**src/rtl/alu_op_sequencer_pkg.sv**
```systemverilog
// Shared encodings for the ALU operation sequencer, the ALU and the future decoder.
package alu_op_sequencer_pkg;

  typedef enum logic [1:0] {
    IDLE  = 2'd0,
    FETCH = 2'd1,
    EXEC  = 2'd2,
    WB    = 2'd3
  } seq_state_t;

  localparam logic [7:0] OP_ADD = 8'h05;
  localparam logic [7:0] OP_SUB = 8'h06;
  localparam logic [7:0] OP_AND = 8'h07;
  localparam logic [7:0] OP_OR  = 8'h08;
  localparam logic [7:0] OP_XOR = 8'h09;

endpackage

```
**src/rtl/alu_op_sequencer.sv**
```systemverilog
// Runs one ALU command at a time: read two RAM words, present them to the ALU,
// write the result back and keep the carry for multi-word arithmetic chains.
module alu_op_sequencer
  import alu_op_sequencer_pkg::*;
#(
  parameter int WIDTH  = 8,
  parameter int AWIDTH = 4,
  parameter int OPW    = 8
) (
  input  logic              clk,
  input  logic              rst,
  input  logic              cmd_valid,
  output logic              cmd_ready,
  input  logic [OPW-1:0]    cmd_op,
  input  logic [AWIDTH-1:0] cmd_a_addr,
  input  logic [AWIDTH-1:0] cmd_b_addr,
  input  logic [AWIDTH-1:0] cmd_c_addr,
  input  logic              cmd_use_cy,
  input  logic              cmd_no_wb,
  output logic [AWIDTH-1:0] ram_a_addr,
  input  logic [WIDTH-1:0]  ram_a_data,
  output logic [AWIDTH-1:0] ram_b_addr,
  input  logic [WIDTH-1:0]  ram_b_data,
  output logic [AWIDTH-1:0] ram_c_addr,
  output logic [WIDTH-1:0]  ram_c_data,
  output logic              ram_c_we,
  output logic [OPW-1:0]    alu_op_code,
  output logic [WIDTH-1:0]  alu_a,
  output logic [WIDTH-1:0]  alu_b,
  output logic              alu_c_in,
  input  logic [WIDTH-1:0]  alu_result,
  input  logic              alu_c_out,
  output logic              carry_flag,
  output logic              busy,
  output logic              done
);

  seq_state_t state, next_state;

  logic [OPW-1:0]    op_q;
  logic [AWIDTH-1:0] a_addr_q, b_addr_q, c_addr_q;
  logic              use_cy_q, no_wb_q;
  logic [WIDTH-1:0]  alu_a_q, alu_b_q;
  logic              carry_q;

  always_ff @(posedge clk or posedge rst) begin
    if (rst) state <= IDLE;
    else     state <= next_state;
  end

  // Command fields are frozen at accept; operands land one cycle after the RAM read.
  always_ff @(posedge clk or posedge rst) begin
    if (rst) begin
      op_q     <= '0;
      a_addr_q <= '0;
      b_addr_q <= '0;
      c_addr_q <= '0;
      use_cy_q <= 1'b0;
      no_wb_q  <= 1'b0;
      alu_a_q  <= '0;
      alu_b_q  <= '0;
      carry_q  <= 1'b0;
    end else begin
      if (state == IDLE && cmd_valid) begin
        op_q     <= cmd_op;
        a_addr_q <= cmd_a_addr;
        b_addr_q <= cmd_b_addr;
        c_addr_q <= cmd_c_addr;
        use_cy_q <= cmd_use_cy;
        no_wb_q  <= cmd_no_wb;
      end
      if (state == EXEC) begin
        alu_a_q <= ram_a_data;
        alu_b_q <= ram_b_data;
      end
      if (state == WB) carry_q <= alu_c_out;
    end
  end

  always_comb begin
    next_state = state;
    cmd_ready  = 1'b0;
    ram_a_addr = '0;
    ram_b_addr = '0;
    ram_c_addr = '0;
    ram_c_data = '0;
    ram_c_we   = 1'b0;
    done       = 1'b0;
    case (state)
      IDLE: begin
        cmd_ready = 1'b1;
        if (cmd_valid) next_state = FETCH;
      end
      FETCH: begin
        ram_a_addr = a_addr_q;
        ram_b_addr = b_addr_q;
        next_state = EXEC;
      end
      EXEC: begin
        ram_a_addr = a_addr_q;
        ram_b_addr = b_addr_q;
        next_state = WB;
      end
      WB: begin
        done       = 1'b1;
        ram_c_we   = ~no_wb_q;
        if (!no_wb_q) begin
          ram_c_addr = c_addr_q;
          ram_c_data = alu_result;
        end
        next_state = IDLE;
      end
      default: next_state = IDLE;
    endcase
  end

  assign busy        = ~cmd_ready;
  assign alu_op_code = op_q;
  assign alu_a       = alu_a_q;
  assign alu_b       = alu_b_q;
  assign alu_c_in    = use_cy_q & carry_q;
  assign carry_flag  = carry_q;

endmodule

```
**config.mk**
```make
export PLATFORM = sky130hd
export DESIGN_NAME = alu_op_sequencer
export DESIGN_NICKNAME = d
export VERILOG_FILES = /design/src/rtl/alu_op_sequencer_pkg.sv /design/src/rtl/alu_op_sequencer.sv
export SDC_FILE = /design/constraint.sdc
export NUM_CORES = 1
export LEC_CHECK = 0
export ABC_AREA = 1
export BUFFER_PORTS_ARGS = -buffer_cell sky130_fd_sc_hd__buf_4
export CORE_ASPECT_RATIO = 1.2
export CORE_MARGIN = 2
export CORE_UTILIZATION = 48
export DETAILED_ROUTE_END_ITERATION = 7
export PLACE_DENSITY = 0.89
export SYNTH_ARGS = -nofsm -noshare
export SYNTH_HDL_FRONTEND = slang
export SYNTH_SLANG_ARGS = --single-unit
```
**constraint.sdc**
```tcl
create_clock -name clk -period 3.3 [get_ports clk]
set_input_delay 0.495 -clock clk [delete_from_list [all_inputs] [get_ports clk]]
set_output_delay 0.495 -clock clk [all_outputs]
set_load 0.01 [all_outputs]
```
==> reports/results.tsv, run 1 <==
metric	value	unit
status	completed	
num_vias	1747	
firstDrtPassIters	4	
fin_setup_tns	0	ns
p_leak	1.66	nW
avgSynthCellArea	8.03	µm²
rows	25	
drv_slew	0	
holdBufCountCts	0	
yosysWarnings	0	
cts.sinks	41	
multiInputGateArea	661	µm²
ir_drop	0.503	mV
ys_seq_area_frac	0.542	
crit_arrival	1.57	ns
fillCellCount	356	
num_antenna_cells	0	
min_period	2.06	ns
synth_mux_area_frac	0	
tightest_slew	0.571	ns
clock_skew	0.00555	ns
max-slew-margin-rel	0.619	
synth_fp_nets	291	
max_cap_violations	0	
cts_buffers	5	
holdWs	0.325	ns
root_buffer	clkbuf_8	
critical_path_class	reg2out	
cts_setup_buffers	0	
cp.required	2.80	ns
finalCritPeriodShare	0.625	
setup_violations	0	
clk_pin_slew_worst_paths	0.08	ns
grt_pass1_wl	7030	µm
setup.worst_path.end_class	output pin	
grt_pass1_vias	1679	
syn_inst	236	
initial_core_util	0.488	
postRouteAntennaNets	0	
synth-adder-area-share	0.0330	
via_per_inst	4.53	
hold_viol	0	
synth-seq-cells	41	
gr-total-overflow	0	
drc	0	
power_per_cell_area	898	nW/µm²
die_w	61.3	µm
gr-usage-all-layers	0.210	
syn-cell-area	1890	µm²
worst_hold_path_type	in2async	
fin_nets	387	
antenna_found_initial	0	
clock_latency	0.29	ns
finalPower	0.00244	W
synth_top_family_by_area	simple AND/OR/NAND/NOR gates	
grt_max_degree	42	
wl	4340	µm
switchingPower	0.000968	W
syn2layout_area_growth	43.3	%
fmax	0.485	GHz
dpl.hpwl	3260	µm
cts_tree	yes	
p_int	0.00147	W
num_io_pins	100	
die_area	4470	µm²
synth_compound_area_frac	0.00264	
cp_max_fo	13	
clock_path_buffers	2	
rsz0062_at_grt	false	
htree_levels	2	
core-area	3880	µm²
regArea	1030	µm²
routedWlPerCell	11.2	µm
cts_resized	0	
drt_iter0_drc	60	
pwr-share-comb	0.505	
seqPwrFrac	0.362	
swShare	0.397	
place_congestion	0.681	
pwr-share-clk	0.133	
drive_gt1_frac	0.337	
port_buffers	99	
start_kind	flop	
synth_simple_gate_area_frac	0.313	
ys_types	14	
synthXorXnorAreaFrac	0	
die_y	72.8	µm
final timing paths:
check | cells after the start | to | slack (ns) | startpoint
worst max register to register | 6 | a_addr_q[0] | 1.54 | state[0]
worst max-delay path | 4 | ram_c_data[0] | 1.24 | state[1]
max in group asynchronous | 3 | alu_a[2] | 2.61 | rst
worst min-delay path | 3 | alu_a[6] | 0.32 | rst
min in group clk | 3 | alu_b[0] | 0.41 | ram_b_data[0]
worst min register to register | 2 | a_addr_q[2] | 0.47 | a_addr_q[2]
cell usage in the layout (no fill, tap or decap):
cell,n
buf_4,101
clkbuf_1,1
clkbuf_8,6
clkinv_1,1
dfrtp_1,41
ha_1,5
inv_1,29
inv_2,1
nand2_1,106
nand2_2,3
nand2_4,1
nand3_1,24
nor2_1,12
o21ai_0,1
power by group through the flow:
stage / Combinational (W) / Clock [W] / Sequential [W]
2_1_floorplan: 0.000642 / 0 / 0.000946
6_report: 0.00123 / 0.000325 / 0.000883
4_1_cts: 0.00126 / 0.000331 / 0.000884
3_5_place_dp: 0.00125 / 0 / 0.000892
5_1_grt: 0.00139 / 0.000351 / 0.000914
3_3_place_gp: 0.00121 / 0 / 0.000884
cells in the mapped netlist:
library cell,n,area (µm²)
nand2_1,106,398
dfrtp_1,41,1030
inv_1,30,113
nand3_1,24,120
nor2_1,12,45.0
ha_1,5,62.6
buf_2,4,20.0
buf_6,4,45.0
buf_4,3,22.5
nand2_2,3,18.8
clkbuf_1,1,3.75
inv_2,1,3.75
nand2_4,1,11.3
o21ai_0,1,5.00
final cells by class:
class	instances	share of cell area
inverters	31	0.0429
well taps	54	0.0249
flip-flops and latches	41	0.378
clock buffers	7	0.0318
repair buffers	101	0.279
multi-input cells	152	0.243
state kept, by name (all words and copies together), names as in the netlist:
signal,count
alu_b,8
b_addr_q,4
state,2
alu_a,8
carry_flag,1
alu_op_code,8
no_wb_q,1
a_addr_q,4
use_cy_q,1
c_addr_q,4
kinds of logic after synthesis:
kind of cell | Yosys count
AND/OR/NAND/NOR | 146
flip-flops | 41
buffers and inverters | 43
AO/OA/AOI/OAI | 1
adder cells (fa/ha/maj) | 5
metrics by stage:
stage,util,setup slack [ns],instances,cell area [µm²]
floorplan,-,1.70,236,1890
global placement,0.678,1.57,379,2630
detailed placement,0.678,1.51,379,2630
CTS,0.700,1.22,386,2720
global route,0.700,1.08,386,2720
finish,0.700,1.24,386,2720
critical path, stage by stage, from the launching register on:
cell and delay [ns]:
dfrtp_1 0.41, ha_1 0.19, nand2_1 0.27, nor2_1 0.25
buf_4 0.15
per-layer routing:
metal / wire [µm] / GRT usage
met5: 0 / 0
met4: 119 / 0.111
met3: 356 / 0.0461
met2: 2160 / 0.356
met1: 1700 / 0.242
(Power assumes the default switching activity.)
==> run 2, diff against run 1 <==
CORE_UTILIZATION = 40   (was 48)
PLACE_DENSITY = 0.79   (was 0.89)
clock period = 1.65 ns   (was 3.3 ns; I/O delays follow)
==> run 2 against run 1 <==
Net effect: flip-flop and latch count is the same; routed wire length grew 7.0%; non-clock buffer count grew 11; global-route usage shrank 2.6 points; total power grew 130%; sequential share of layout area shrank 2.8 points; cell count grew 4.1%; largest power group unchanged; worst hold slack lost 0.17 ns; first-iteration DRC count grew 25%; setup slack lost 1.2 ns.
==> reports/results.tsv, run 2 (synthesis results as in run 1) <==
metric	value	unit
status	completed	
fin_nets	398	
die_w	66.8	µm
initial_core_util	0.415	
layout.cells.most_common_list	buf_4 (101), nand2_1 (99), dfrtp_1 (41)	
crit_chain	inv_2, ha_4, buf_12, nand2_2, inv_2, buf_6	
tightest_slew	0.312	ns
gr-total-overflow	0	
p_leak	1.73	nW
port_buffers	99	
firstDrtPassIters	4	
use_met1	0.216	
min_period	1.65	ns
cp_common_cell	inv_2	
cts.sinks	41	
htree_levels	2	
path_buf_inv	4	
ir_drop	0.986	mV
place_congestion	0.730	
routedWlPerCell	11.5	µm
cts_buffers	5	
drt_iter0_drc	75	
core-area	4560	µm²
die_area	5300	µm²
setup_violations	0	
switchingPower	0.00214	W
grt_max_degree	25	
syn2layout_area_growth	54.6	%
mostFrequentLayoutCell	buf_4	
clk_pin_slew_worst_paths	0.07	ns
pwr-share-clk	0.145	
grt_pass1_vias	1683	
dpl.hpwl	3310	µm
top_usage_layer	met2	
fmax	0.607	GHz
final_area	2930	µm²
grt_pass1_wl	7380	µm
pwr-share-comb	0.537	
grtUsageMet3	0.0578	
die_y	79.4	µm
grt_use_met2	0.318	
postRouteAntennaNets	0	
power_per_cell_area	1920	nW/µm²
num_vias	1816	
crit_arrival	1.40	ns
root_buffer	clkbuf_8	
clock_path_buffers	2	
final_util	0.642	
num_io_pins	100	
worst_hold_path_type	in2reg	
num_antenna_cells	0	
cp_max_fo	5	
cts_tree	yes	
seqPwrFrac	0.318	
clock_latency	0.29	ns
cp_slowest_cell	dfrtp_1	
antenna_found_initial	0	
critical_path_class	reg2out	
finalCritPeriodShare	0.998	
gr-usage-all-layers	0.184	
wl	4640	µm
dpl_cell_area	2670	µm²
fin_cells	402	
cp.required	1.40	ns
rsz0062_at_grt	true	
max-slew-margin-rel	0.792	
cpPeakStageDelay	0.43	ns
clock_skew	0.00789	ns
via_per_inst	4.52	
start_kind	flop	
drv_slew	0	
max_cap_violations	0	
swShare	0.381	
rows	27	
drc	0	
setup.worst_path.end_class	output pin	
fillCellCount	422	
hold_viol	0	
drive_gt1_frac	0.430	
path_delay_family	flip-flops	
p_int	0.00348	W
dp_cells	388	
-- run 2: cell types whose count changed in the layout (fill, tap and decap cells not counted), sizes merged --
cell | previous run | this run
bufinv | 0 | 1
buf | 101 | 111
clkinv | 1 | 0
inv | 30 | 31
dlygate4sd3 | 0 | 1
-- run 2: metrics by stage --
step	power, W	hold slack (ns)	setup TNS, ns	setup WS, ns
after CTS	0.00526	0.147	0	0.00652
after floorplan	0.00318	0.360	0	0.298
after detailed placement	0.00436	0.228	0	0.175
after global placement	0.00429	0.224	0	0.199
final	0.00563	0.156	0	0.00261
after global routing	0.00610	0.153	-1.04	-0.0663
-- run 2: power by group through the flow --
stage / Combinational [W] / Sequential, W / Clock [W]
after floorplan: 0.00128 / 0.00189 / 0
after global placement: 0.00252 / 0.00177 / 0
after detailed placement: 0.00257 / 0.00179 / 0
after CTS: 0.00265 / 0.00177 / 0.000844
after global routing: 0.00337 / 0.00185 / 0.000887
final: 0.00302 / 0.00179 / 0.000814
-- run 2: tightest hold or removal path, delay by kind of cell --
family | cells | cell delay, ns
buf+inv | 1 | 0.08
simple gates | 2 | 0.09
-- run 2: final cells by class --
cell class	instances	area (µm²)	area share
well taps	58	72.6	0.0248
inverters	31	116	0.0397
flip-flops and latches	41	1030	0.350
clock inverters	1	30.0	0.0103
multi-input cells	152	708	0.242
repair buffers	112	890	0.304
clock buffers	7	86.3	0.0295
-- run 2: worst paths after layout --
kind,start,to,slack (ns),cells after the start
min reg2reg,c_addr_q[0],c_addr_q[0],0.47,2
min in group asynchronous,rst,alu_b[3],0.47,3
min,ram_a_data[6],alu_a[6],0.16,3
max,state[1],ram_b_addr[3],0.003,6
max reg2reg,state[0],state[0],0.40,6
max in group asynchronous,rst,use_cy_q,0.68,4
-- run 2: metal layers --
metal | vias to the layer above | part of all wire
met5 | - | 0
met4 | 0 | 0.016
met3 | 8 | 0.084
met2 | 78 | 0.50
met1 | 821 | 0.40
li1 | 909 | -
-- run 2: repair_timing --
action	in CTS	in global routing
setup endpoints to repair	21	21
pin swaps	0	2
setup buffers	0	5
hold endpoints to repair	13	0
gates resized for setup	3	33
hold buffers	1	0
==> run 3, diff against run 2 <==
PLACE_DENSITY = 0.72   (was 0.79)
==> run 3 against run 2 <==
Net effect: the flow now finishes with violations (negative setup slack); global-route usage fell by 1.4 points; die area did not move; combinational power fell by 8.9%; routed wire length fell by 5.3%; critical path depth did not move; setup slack got worse by 0.020 ns; via count fell by 4.2%; worst hold slack improved by 0.0098 ns; critical path type unchanged; non-clock buffer count fell by 4; clock skew fell by 0.0010 ns.
==> reports/results.tsv, run 3 (synthesis results as in run 1) <==
metric	value	unit
status	finished with violations	
violations	negative setup slack	
worst_hold_path_type	in2reg	
finalPower	0.00528	W
clock_path_buffers	2	
layout.cells.most_common_list	nand2_1 (103), buf_4 (101), dfrtp_1 (41)	
worst_slack	-0.0172	ns
p_leak	1.71	nW
p_int	0.00326	W
clk_pin_slew_worst_paths	0.07	ns
htree_levels	2	
setup.worst_path.end_class	output pin	
rows	27	
place_congestion	0.671	
drt_iter0_drc	50	
crit_arrival	1.42	ns
cts_buffers	5	
pwr-share-clk	0.141	
finalCritPeriodShare	1.01	
crit_chain	inv_2, ha_4, buf_6, nand2_2, inv_2, buf_6	
drive_gt1_frac	0.378	
clock_latency	0.28	ns
die_w	66.8	µm
final_util	0.624	
cts_tree	yes	
cp.required	1.40	ns
rsz0062_at_grt	true	
grt_pass1_vias	1620	
pwr-share-comb	0.521	
cpPeakStageDelay	0.43	ns
gr-usage-all-layers	0.170	
die_area	5300	µm²
initial_core_util	0.415	
cp_slowest_cell	dfrtp_1	
firstDrtPassIters	4	
postRouteAntennaNets	0	
seqPwrFrac	0.338	
syn2layout_area_growth	50.1	%
grt_max_degree	25	
num_vias	1739	
cp_max_fo	6	
cts.sinks	41	
drv_slew	0	
die_y	79.4	µm
routedWlPerCell	11.1	µm
tightest_slew	0.676	ns
start_kind	flop	
switchingPower	0.00202	W
drc	0	
dpl.hpwl	3280	µm
swShare	0.382	
port_buffers	99	
fin_setup_tns	-0.0469	ns
setup_violations	3	
grt_pass1_wl	6820	µm
root_buffer	clkbuf_8	
power_per_cell_area	1860	nW/µm²
clock_skew	0.00685	ns
wl	4400	µm
fin_nets	394	
num_antenna_cells	0	
fillCellCount	427	
fmax	0.600	GHz
critical_path_class	reg2out	
preCtsSetupSlack	0.164	ns
hold_viol	0	
num_io_pins	100	
ir_drop	0.939	mV
mostFrequentLayoutCell	nand2_1	
max-slew-margin-rel	0.546	
min_period	1.67	ns
gr-total-overflow	0	
via_per_inst	4.38	
antenna_found_initial	0	
max_cap_violations	0	
core-area	4560	µm²
-- run 3: changes by cell type in the layout (fill, tap and decap cells not counted), moves of 4 or more --
cell	previous run	this run
nor2_1	6	12
nor2_2	6	0
inv_2	11	6
buf_6	9	5
inv_1	20	24
nand2_1	99	103
nand2_2	10	6
-- run 3: per-layer routing --
layer / wire length [µm] / GRT usage
met5: 0 / 0
met2: 2090 / 0.305
met3: 416 / 0.0677
met1: 1840 / 0.180
met4: 55 / 0.0490
-- run 3: final timing paths --
check                              start             end  slack, ns  depth (start not counted)
setup reg to reg                state[0]        state[0]       0.39                          6
min in group asynchronous            rst  alu_op_code[6]       0.54                          3
hold / removal             ram_a_data[6]        alu_a[6]       0.17                          3
hold reg to reg              c_addr_q[2]     c_addr_q[2]       0.47                          2
max in group asynchronous            rst        alu_b[4]       0.62                          4
setup / recovery                state[1]   ram_b_addr[3]      -0.02                          6
-- run 3: final cells by class --
type / instances / area (µm²) / area share
clock buffer: 5 / 68.8 / 0.0242
timing repair buffer: 108 / 845 / 0.297
inverter: 31 / 116 / 0.0409
clock inverter: 2 / 35.0 / 0.0123
tap: 58 / 72.6 / 0.0255
sequential: 41 / 1030 / 0.361
multi-input combinational: 152 / 681 / 0.239
-- run 3: power by group through the flow --
stage                     Sequential, W  Combinational (W)  Clock [W]
after floorplan                 0.00189            0.00128          0
after global placement          0.00178            0.00251          0
after detailed placement        0.00179            0.00256          0
after CTS                       0.00178            0.00264   0.000777
after global routing            0.00184            0.00305   0.000833
final                           0.00178            0.00275   0.000747
-- run 3: per-stage QoR --
stage	hold WS [ns]	cell area [µm²]	cells
after detailed placement	0.299	2670	386
after CTS	0.155	2800	394
after floorplan	0.360	1890	236
after global placement	0.300	2670	386
final	0.166	2840	397
after global routing	0.156	2840	397
-- run 3: worst max-delay path: cells and delay by family, from the launching register on --
| family | cells | cell delay [ns] |
|---|---|---|
| AND/OR/NAND/NOR | 1 | 0.05 |
| adder cells (fa/ha/maj) | 1 | 0.31 |
| buffers and inverters | 4 | 0.35 |
| flip-flops | 1 | 0.43 |
-- run 3: repair_timing --
item / 4_1_cts / 5_1_grt
cloned: 0 / 0
pin swaps: 0 / 3
endpoints found under the setup margin: 21 / 20
buffers inserted: 0 / 3
resized for setup: 3 / 14
endpoints found under the hold margin: 17 / 0
hold buffers: 1 / 0
